### src/rtl/cache_types_pkg.sv
// Shared types and sizing constants for the cache line <-> memory burst adapter.
package cache_types_pkg;

    localparam int LINE_W  = 256;
    localparam int BURST_W = 64;
    localparam int BEATS   = 4;

    typedef enum logic [2:0] {
        IDLE,
        RD_REQ,
        RD_BEAT,
        WR_BEAT,
        DONE
    } state_e;

endpackage

### src/rtl/cacheline_adapter.sv
// Converts single cache-line fill/write-back requests into 4-beat memory bursts
// and reassembles read beats into a full line for the cache.
module cacheline_adapter #(
    parameter int ADDR_W  = 32,
    parameter int LINE_W  = cache_types_pkg::LINE_W,
    parameter int BURST_W = cache_types_pkg::BURST_W
) (
    input  logic                    clk,
    input  logic                    rst_n,
    input  logic [LINE_W-1:0]       line_i,
    output logic [LINE_W-1:0]       line_o,
    input  logic [ADDR_W-1:0]       address_i,
    input  logic                    read_i,
    input  logic                    write_i,
    output logic                    resp_o,
    input  logic [BURST_W-1:0]      burst_i,
    output logic [BURST_W-1:0]      burst_o,
    output logic [ADDR_W-1:0]       address_o,
    output logic                    read_o,
    output logic                    write_o,
    input  logic                    resp_i,
    output cache_types_pkg::state_e state
);

    // Handshake: read_o/write_o act as a request held for the whole burst; every
    // cycle resp_i=1 while a request is up transfers exactly one beat, resp_i=0
    // stalls with nothing consumed, and resp_i outside a burst is ignored.

    localparam int               OFFSET_W  = $clog2(LINE_W / 8);
    localparam logic [ADDR_W-1:0] ADDR_MASK = ~ADDR_W'((1 << OFFSET_W) - 1);
    localparam logic [1:0]       LAST_BEAT = 2'(cache_types_pkg::BEATS - 1);

    cache_types_pkg::state_e state_q, state_d;
    logic [1:0]              cnt_q;
    logic [ADDR_W-1:0]       addr_q;
    logic [LINE_W-1:0]       line_q;
    logic [LINE_W-1:0]       wdata_q;

    always_comb begin
        state_d = state_q;
        case (state_q)
            cache_types_pkg::IDLE: begin
                if (write_i)     state_d = cache_types_pkg::WR_BEAT;
                else if (read_i) state_d = cache_types_pkg::RD_REQ;
            end
            cache_types_pkg::RD_REQ:
                if (resp_i) state_d = cache_types_pkg::RD_BEAT;
            cache_types_pkg::RD_BEAT:
                if (resp_i && cnt_q == LAST_BEAT) state_d = cache_types_pkg::DONE;
            cache_types_pkg::WR_BEAT:
                if (resp_i && cnt_q == LAST_BEAT) state_d = cache_types_pkg::DONE;
            cache_types_pkg::DONE:
                state_d = cache_types_pkg::IDLE;
            default:
                state_d = cache_types_pkg::IDLE;
        endcase
    end

    always_comb begin
        read_o  = 1'b0;
        write_o = 1'b0;
        resp_o  = 1'b0;
        case (state_q)
            cache_types_pkg::RD_REQ,
            cache_types_pkg::RD_BEAT: read_o  = 1'b1;
            cache_types_pkg::WR_BEAT: write_o = 1'b1;
            cache_types_pkg::DONE:    resp_o  = 1'b1;
            default: ;
        endcase
    end

    always_ff @(posedge clk or negedge rst_n) begin
        if (!rst_n) begin
            state_q <= cache_types_pkg::IDLE;
            cnt_q   <= 2'd0;
            addr_q  <= '0;
            line_q  <= '0;
            wdata_q <= '0;
        end else begin
            state_q <= state_d;
            case (state_q)
                cache_types_pkg::IDLE: begin
                    cnt_q <= 2'd0;
                    if (write_i) begin
                        wdata_q <= line_i;
                        addr_q  <= address_i;
                    end else if (read_i) begin
                        addr_q  <= address_i;
                    end
                end
                cache_types_pkg::RD_REQ: begin
                    if (resp_i) begin
                        line_q[BURST_W-1:0] <= burst_i;
                        cnt_q               <= 2'd1;
                    end
                end
                cache_types_pkg::RD_BEAT: begin
                    if (resp_i) begin
                        line_q[int'(cnt_q)*BURST_W +: BURST_W] <= burst_i;
                        // The last beat leaves the counter parked; IDLE clears it.
                        if (cnt_q != LAST_BEAT) cnt_q <= cnt_q + 2'd1;
                    end
                end
                cache_types_pkg::WR_BEAT: begin
                    if (resp_i && cnt_q != LAST_BEAT) cnt_q <= cnt_q + 2'd1;
                end
                default: ;
            endcase
        end
    end

    assign line_o    = line_q;
    assign address_o = addr_q & ADDR_MASK;
    assign burst_o   = wdata_q[int'(cnt_q)*BURST_W +: BURST_W];
    assign state     = state_q;

endmodule

### config.mk
export PLATFORM = sky130hd
export DESIGN_NAME = cacheline_adapter
export DESIGN_NICKNAME = d
export VERILOG_FILES = /design/src/rtl/cache_types_pkg.sv /design/src/rtl/cacheline_adapter.sv
export SDC_FILE = /design/constraint.sdc
export NUM_CORES = 1
export LEC_CHECK = 0
export ABC_AREA = 1
export CORE_AREA = 2 2 276 278
export CTS_CLUSTER_DIAMETER = 50
export DETAILED_ROUTE_END_ITERATION = 10
export DIE_AREA = 0 0 278 280
export HOLD_SLACK_MARGIN = 0.12
export PLACE_DENSITY = 0.65
export SYNTH_ARGS = -nofsm -noshare
export SYNTH_HDL_FRONTEND = slang
export SYNTH_SLANG_ARGS = --single-unit
export TNS_END_PERCENT = 1
### constraint.sdc
create_clock -name clk -period 1.99 [get_ports clk]
set_clock_uncertainty 0.05 [all_clocks]
set_input_delay 0.398 -clock clk [delete_from_list [all_inputs] [get_ports clk]]
set_output_delay 0.398 -clock clk [all_outputs]
set_load 0.02 [all_outputs]
==> results by group, run 1 <==
Finish
  – Synthesis-to-layout area growth: 49.1%
  – Share of layout cells above drive strength 1: 0.112
  – Multi-input logic area: 9220 um2
  – # nets final: 4,005
  – FF+latch area: 13,600 um2
  – # fillers: 7,364

Yosys
  – Cell count after synthesis: 2,935
  – Yosys Warn Count: 0
  – Synth area leader: dfrtp_1
  – Top_reg_cell synth: dfrtp_1
  – Commonest cells in the synthesized netlist: nand2_1 (1,272), dfrtp_1 (544), o21ai_0 (327)
  – Yosys top cell area share: 0.572
  – Cell Area, Synth: 23,800 um2
  – Yosys cell types: 26
  – Seq/Total Area, Yosys: 0.572
  – Yosys reg bits: 544
  – Synthesized area per cell: 8.10 um2
  – Count leader, synth: nand2_1
  – Ys async rst share: 1.00
  – Top post-synthesis cells by area: dfrtp_1 (57%), nand2_1 (20%), o21ai_0 (6.9%)
  – Post-synth EDFFs: 0

Die
  – Die height: 280 um
  – Io pins: 715
  – Die width: 278 um
  – Effective utilization at floorplan: 0.316
  – Standard-cell rows: 101
  – Core outline area: 75,200 um2
  – DIE AREA: 77,800 um2

Drt
  – Pre-antenna DRT Iters: 5
  – Number of vias per cell: 4.81
  – Post-route DRC: 0
  – Post-route ant nets: 0
  – Total wire length: 86.8 mm
  – Routed wire per std cell: 18.5 um
  – 1st-iter DRT viols: 1,548
  – DR vias: 22,511

Place
  – RD Place Congestion: 0.870
  – Buffers on Ports: 704
  – Setup slack at placement: -0.332 ns
  – Post-detail-place hpwl: 60.5 mm

STA
  – Worst relative slew slack: 0.623
  – F_max: 0.412 GHz
  – Hold Vio Cnt, Final: 0
  – RSZ-0062 raised after global routing: yes
  – Fin crit period: 2.43 ns
  – Worst Slack Setup Final: -0.438 ns
  – Final setup TNS: -42.29 ns
  – Final Max Tran Viols: 0
  – Final setup viols: 270
  – Final period util: 1.22
  – Least-Margin Pin Slew: 0.565 ns

Worst hold path
  – Worst Hold Class: in2async

Clocking
  – TritonCTS clock tree: yes
  – Number of H-tree levels: 3
  – Root Driver: clkbuf_16
  – Reg clk slew, reported paths: 0.06 ns
  – Later-pin clock latency in the skew report: 0.61 ns
  – TritonCTS buffer count: 72
  – Clk buf depth: 3
  – CTS Sinks: 544

Power
  – Flop pwr share: 0.298
  – Lkg Pwr: 18.0 nW
  – Switching pwr: 25.2 mW
  – Worst vdd ir: 964 uV
  – Clk pwr share: 0.223
  – Comb pwr share: 0.479
  – P_int: 33.9 mW
  – Switch share: 0.426
  – Power per standard cell area: 1670 nW/um2

Global routing
  – First-pass GRT wire length: 130 mm
  – Global route overflow: 0
  – Vias in the first global route: 22,186
  – Overall routing resource usage: 0.216
  – Largest net degree at the start of global routing: 83
  – Initial antenna violation count: 26

Setup path
  – Worst Setup End Kind: primary output
  – Nature of the critical path startpoint: flip-flop
  – CP arrival: 1.98 ns
  – CP Max Fanout: 8
  – Setup CP Type: reg2out
  – Worst Path Required: 1.54 ns

Status
  – Outcome: finished, violations left
  – Failing checks: negative setup slack

Job
  – Maxcap violations: 0
==> path summary, 6_finish.rpt <==
| path | startpoint | end | cells past startpoint | slack (ns) |
|---|---|---|---|---|
| max in group asynchronous | rst_n | line_o[62]$_DFFE_PN0P_ | 3 | 0.71 |
| setup / recovery | cnt_q[0]$_DFFE_PN0P_ | burst_o[48] | 6 | -0.44 |
| setup reg to reg | cnt_q[0]$_DFFE_PN0P_ | line_o[137]$_DFFE_PN0P_ | 9 | -0.22 |
| hold / removal | rst_n | line_o[182]$_DFFE_PN0P_ | 2 | 0.28 |
| hold reg to reg | line_o[52]$_DFFE_PN0P_ | line_o[52]$_DFFE_PN0P_ | 2 | 0.42 |
| min in group clk | line_i[252] | wdata_q[252]$_DFFE_PN0P_ | 3 | 0.28 |
==> layout make-up <==
type | instances | share of cell area
flip-flops and latches | 544 | 0.384
clock inverters | 39 | 0.0125
inverters | 95 | 0.0107
repair buffers | 848 | 0.242
diodes | 8 | 0.000564
multi-input cells | 2082 | 0.260
clock buffers | 90 | 0.0558
well taps | 978 | 0.0345
==> flip-flops by register name, indices dropped and copies added (netlist names) <==
name,count
addr_q,27
line_o,256
cnt_q,2
wdata_q,256
state,3
==> cells by family (layout without fill, tap and decap cells) <==
logic type	Yosys count	count (layout)	synth area share
compound gates	480	480	0.108
simple gates	1592	1592	0.262
flops	544	544	0.572
other cells	1	13	0.000158
buf+inv	313	1072	0.0552
fa+ha+maj	5	5	0.00263
==> critical path, cell delays in order (launching register included) <==
cell and delay [ns]:
dfrtp_4 0.52, buf_12 0.18, buf_12 0.16, buf_8 0.13, o21ai_2 0.13, o22ai_2 0.12, buf_12 0.16
==> power groups by stage <==
| stage | Combinational, mW | Sequential, mW | Clock [mW] |
|---|---|---|---|
| 6_report | 28.3 | 17.6 | 13.2 |
| 5_1_grt | 30.7 | 18.1 | 13.8 |
| 4_1_cts | 27.4 | 17.5 | 13.4 |
| 3_5_place_dp | 28.2 | 17.6 | 0 |
| 3_3_place_gp | 27.9 | 17.6 | 0 |
| 2_1_floorplan | 13.0 | 19.0 | 0 |
==> layer usage <==
metal	vias to the layer above	track usage	routed length [um]
met2	948	0.350	40400
met3	197	0.0719	8200
met4	30	0.0991	3470
met1	10526	0.260	34500
met5	-	0	195
li1	10810	-	-
==> cells in the final DEF, fill, tap and decap left out, types with 11 or more instances in the layout <==
master	synthesis	layout
a21boi_0	29	24
a21oi_1	32	29
buf_12	0	58
buf_4	6	103
buf_6	0	27
clkbuf_16	0	77
clkbuf_8	0	11
clkdlybuf4s50_1	0	350
dfrtp_1	544	541
dlygate4sd2_1	0	285
inv_1	90	88
nand2_1	1272	1268
nand3_1	122	122
nand4_1	22	22
nor2_1	165	148
nor2_2	2	15
o21ai_0	327	272
o21ai_1	24	61
o21ai_2	0	13
o22ai_1	64	45
o22ai_2	0	19
==> metrics by stage <==
stage	hold WS (ns)	instance area [um2]	util	instances	total power [mW]
CTS	0.235	35000	0.466	4669	58.3
detailed placement	0.338	32800	0.437	4534	45.8
global route	0.269	35500	0.472	4682	62.6
floorplan	0.0524	23900	-	2939	32.0
finish	0.283	35500	0.472	4684	59.1
global placement	0.342	32800	0.437	4534	45.6
==> timing repair <==
item	CTS	global route
hold buffers	1	0
pin swaps	30	25
hold endpoints to repair	109	0
endpoints found under the setup margin	515	214
resized for setup	662	80
buffers inserted	4	3
gates cloned	1	5
Note: power is estimated with default switching activity, not from simulation.
==> run 2, diff against run 1 <==
Settings changed: PLACE_DENSITY 0.65 to not set.
==> run 2 against run 1 <==
  * The flow still finishes with violations (negative setup slack)
  * Sequential cell count did not move
  * Non-clock buffer count rose by 6
  * Via count fell by 0.20%
  * Combinational power rose by 1%
  * Sequential power barely moved
  * Hold slack got worse by 0.023 ns
  * Wire length rose by 2.7%
  * Critical path depth fell by 1
  * Count of clock-buffer cells in the layout did not move
  * First-iteration DRC count rose by 4.4%
==> results by group, run 2 (synthesis gave the netlist of run 1 again) <==
Power
  – Flop pwr share: 0.298 (about the same)
  – Switching pwr: 25.4 mW (was 25.2 mW)
  – Worst vdd ir: 1320 uV (was 964 uV)
  – Overall power: 59.3 mW (was 59.1 mW)
  – Comb pwr share: 0.484 (was 0.479)
  – Switch share: 0.428 (was 0.426)
  – Power per standard cell area: 1670 nW/um2 (about the same)
  – Lkg Pwr: 18.0 nW (about the same)
  – Clk pwr share: 0.218 (was 0.223)
  – P_int: 33.9 mW (about the same)

Clocking
  – Clk buf depth: 3 (unchanged)
  – Later-pin clock latency in the skew report: 0.59 ns (was 0.61 ns)
  – TritonCTS buffer count: 71 (was 72)
  – Number of H-tree levels: 3 (unchanged)
  – Reg clk slew, reported paths: 0.06 ns (about the same)
  – Root Driver: clkbuf_16 (unchanged)
  – CTS Sinks: 544 (unchanged)
  – TritonCTS clock tree: yes (unchanged)

Finish
  – # nets final: 4,011 (was 4,005)
  – Final core utilization: 0.473 (was 0.472)
  – Final instance area: 35,600 um2 (was 35,500 um2)
  – Share of layout cells above drive strength 1: 0.118 (was 0.112)
  – Commonest non-fill, non-tap cell in the layout: nand2_1 (unchanged)
  – # fillers: 7,381 (was 7,364)
  – Commonest cells after routing, fill and taps aside: nand2_1 (1,261), dfrtp_1 (539), clkdlybuf4s50_1 (350), dlygate4sd2_1 (286), o21ai_0 (199) (was nand2_1 (1,268), dfrtp_1 (541), clkdlybuf4s50_1 (350), dlygate4sd2_1 (285), o21ai_0 (272))
  – Synthesis-to-layout area growth: 49.5% (was 49.1%)

Drt
  – DR vias: 22,467 (was 22,511)
  – Total wire length: 89.1 mm (was 86.8 mm)
  – Met2 wire length: 43.0 mm (was 40.4 mm)
  – Top Metal Used: met5 (unchanged)
  – Post-route DRC: 0 (unchanged)
  – DRT met1 WL: 37.0 mm (was 34.5 mm)
  – Post-route ant nets: 0 (unchanged)
  – Met3 wire length: 6.39 mm (was 8.20 mm)
  – Number of vias per cell: 4.80 (was 4.81)
  – 1st-iter DRT viols: 1,616 (was 1,548)
  – Pre-antenna DRT Iters: 5 (unchanged)
  – Routed wire per std cell: 19.0 um (was 18.5 um)

STA
  – Final period util: 1.25 (was 1.22)
  – Fin crit period: 2.48 ns (was 2.43 ns)
  – RSZ-0062 raised after global routing: yes (unchanged)
  – Hold Vio Cnt, Final: 0 (unchanged)
  – F_max: 0.402 GHz (was 0.412 GHz)
  – Final Max Tran Viols: 0 (unchanged)
  – Worst Slack Setup Final: -0.495 ns (was -0.438 ns)
  – Final setup viols: 230 (was 270)
  – Worst relative slew slack: 0.645 (was 0.623)
  – Least-Margin Pin Slew: 0.532 ns (was 0.565 ns)

Global routing
  – Overall routing resource usage: 0.222 (was 0.216)
  – Vias in the first global route: 22,253 (was 22,186)
  – Largest net degree at the start of global routing: 75 (was 83)
  – Initial antenna violation count: 21 (was 26)
  – Global route overflow: 0 (unchanged)
  – First-pass GRT wire length: 134 mm (was 130 mm)

Die
  – Effective utilization at floorplan: 0.316 (unchanged)
  – Io pins: 715 (unchanged)
  – Die height: 280 um (unchanged)
  – Standard-cell rows: 101 (unchanged)
  – DIE AREA: 77,800 um2 (unchanged)
  – Die width: 278 um (unchanged)
  – Core outline area: 75,200 um2 (unchanged)

Setup path
  – Reg2Reg Launch Point: cnt_q[0]$_DFFE_PN0P_ (unchanged)
  – CP Max Fanout: 8 (unchanged)
  – Worst Setup End Kind: primary output (unchanged)
  – Setup CP Type: reg2out (unchanged)
  – CP arrival: 2.04 ns (was 1.98 ns)
  – Nature of the critical path startpoint: flip-flop (unchanged)
  – Critical Path Source: cnt_q[0]$_DFFE_PN0P_ (unchanged)
  – Worst Path Required: 1.54 ns (about the same)
  – Worst Reg-to-Reg Cells: 11 (was 9)
  – CP endpoint: burst_o[25] (was burst_o[48])
  – R2R setup slack: -0.21 ns (was -0.22 ns)
  – Reg2reg end: cnt_q[1]$_DFFE_PN0P_ (was line_o[137]$_DFFE_PN0P_)

Place
  – Area post-placement: 32,900 um2 (was 32,800 um2)
  – RD Place Congestion: 0.861 (was 0.870)
  – Post-detail-place hpwl: 62.4 mm (was 60.5 mm)
  – Buffers on Ports: 704 (unchanged)

Worst hold path
  – Worst Hold Class: in2async (unchanged)

Status
  – Outcome: finished, violations left (unchanged)
  – Failing checks: negative setup slack (unchanged)

Job
  – Maxcap violations: 0 (unchanged)
[run 2: cell count changes in the layout (fill, tap and decap cells not counted), sizes merged]
cell | before | now
clkinvlp | 7 | 8
diode | 8 | 7
clkinv | 16 | 11
bufbuf | 0 | 1
dlygate4sd2 | 285 | 286
buf | 205 | 212
clkdlybuf4s15 | 2 | 0
clkbuf | 95 | 94
[run 2: power groups by stage]
| stage | sequential, mW | combinational (mW) | clock [mW] |
|---|---|---|---|
| global placement | 17.7 | 28.2 | 0 |
| CTS | 17.5 | 27.5 | 13.2 |
| finish | 17.7 | 28.7 | 12.9 |
| floorplan | 19.0 | 13.0 | 0 |
| global route | 18.1 | 31.1 | 13.6 |
| detailed placement | 17.6 | 28.5 | 0 |
[run 2: how the worst min path moves through the flow]
stage / from / end / slack, ns / depth (start not counted)
after global placement: rst_n / line_o[138]$_DFFE_PN0P_ / 0.25 / 1
final: rst_n / line_o[223]$_DFFE_PN0P_ / 0.26 / 2
after detailed placement: rst_n / line_o[138]$_DFFE_PN0P_ / 0.25 / 1
after CTS: rst_n / line_o[230]$_DFFE_PN0P_ / 0.21 / 2
after global routing: rst_n / line_o[230]$_DFFE_PN0P_ / 0.24 / 2
after floorplan: rst_n / addr_q[10]$_DFFE_PN0P_ / 0.05 / 0
[run 2: critical path: stages (launching register included)]
cell and delay [ns]:
dfrtp_4 0.57, buf_12 0.18, buf_4 0.16, o21ai_0 0.23
o22ai_2 0.16, buf_6 0.16
[run 2: cell type report]
type | count | area (um2) | area share
clock buffer | 90 | 1950 | 0.0548
timing repair buffer | 854 | 8660 | 0.243
antenna | 7 | 17.5 | 0.000493
sequential | 544 | 13600 | 0.383
multi-input combinational | 2082 | 9280 | 0.261
inverter | 95 | 382 | 0.0107
timing repair inverter | 1 | 11.3 | 0.000317
clock inverter | 34 | 413 | 0.0116
tap | 978 | 1220 | 0.0344
[run 2: routing by layer]
layer	vias to the layer above	track usage
met5	-	0
met4	26	0.0732
met3	174	0.0513
met2	826	0.371
met1	10641	0.283
li1	10800	-
[run 2: per-stage QoR]
| stage | hold slack [ns] | TNS (ns) | setup slack, ns | cells |
|---|---|---|---|---|
| 2_1_floorplan | 0.0524 | 0 | 0.00368 | 2939 |
| 3_3_place_gp | 0.246 | -24.35 | -0.342 | 4537 |
| 3_5_place_dp | 0.245 | -27.02 | -0.329 | 4537 |
| 4_1_cts | 0.207 | -34.61 | -0.623 | 4665 |
| 5_1_grt | 0.235 | -62.31 | -0.544 | 4684 |
| 6_report | 0.261 | -34.65 | -0.495 | 4685 |
[run 2: timing repair]
action | 4_1_cts | 5_1_grt
pin swaps | 20 | 35
gates resized for setup | 604 | 242
buffers inserted | 1 | 9
cloned | 2 | 5
endpoints found under the setup margin | 600 | 328
hold buffers | 1 | 0
endpoints found under the hold margin | 296 | 0
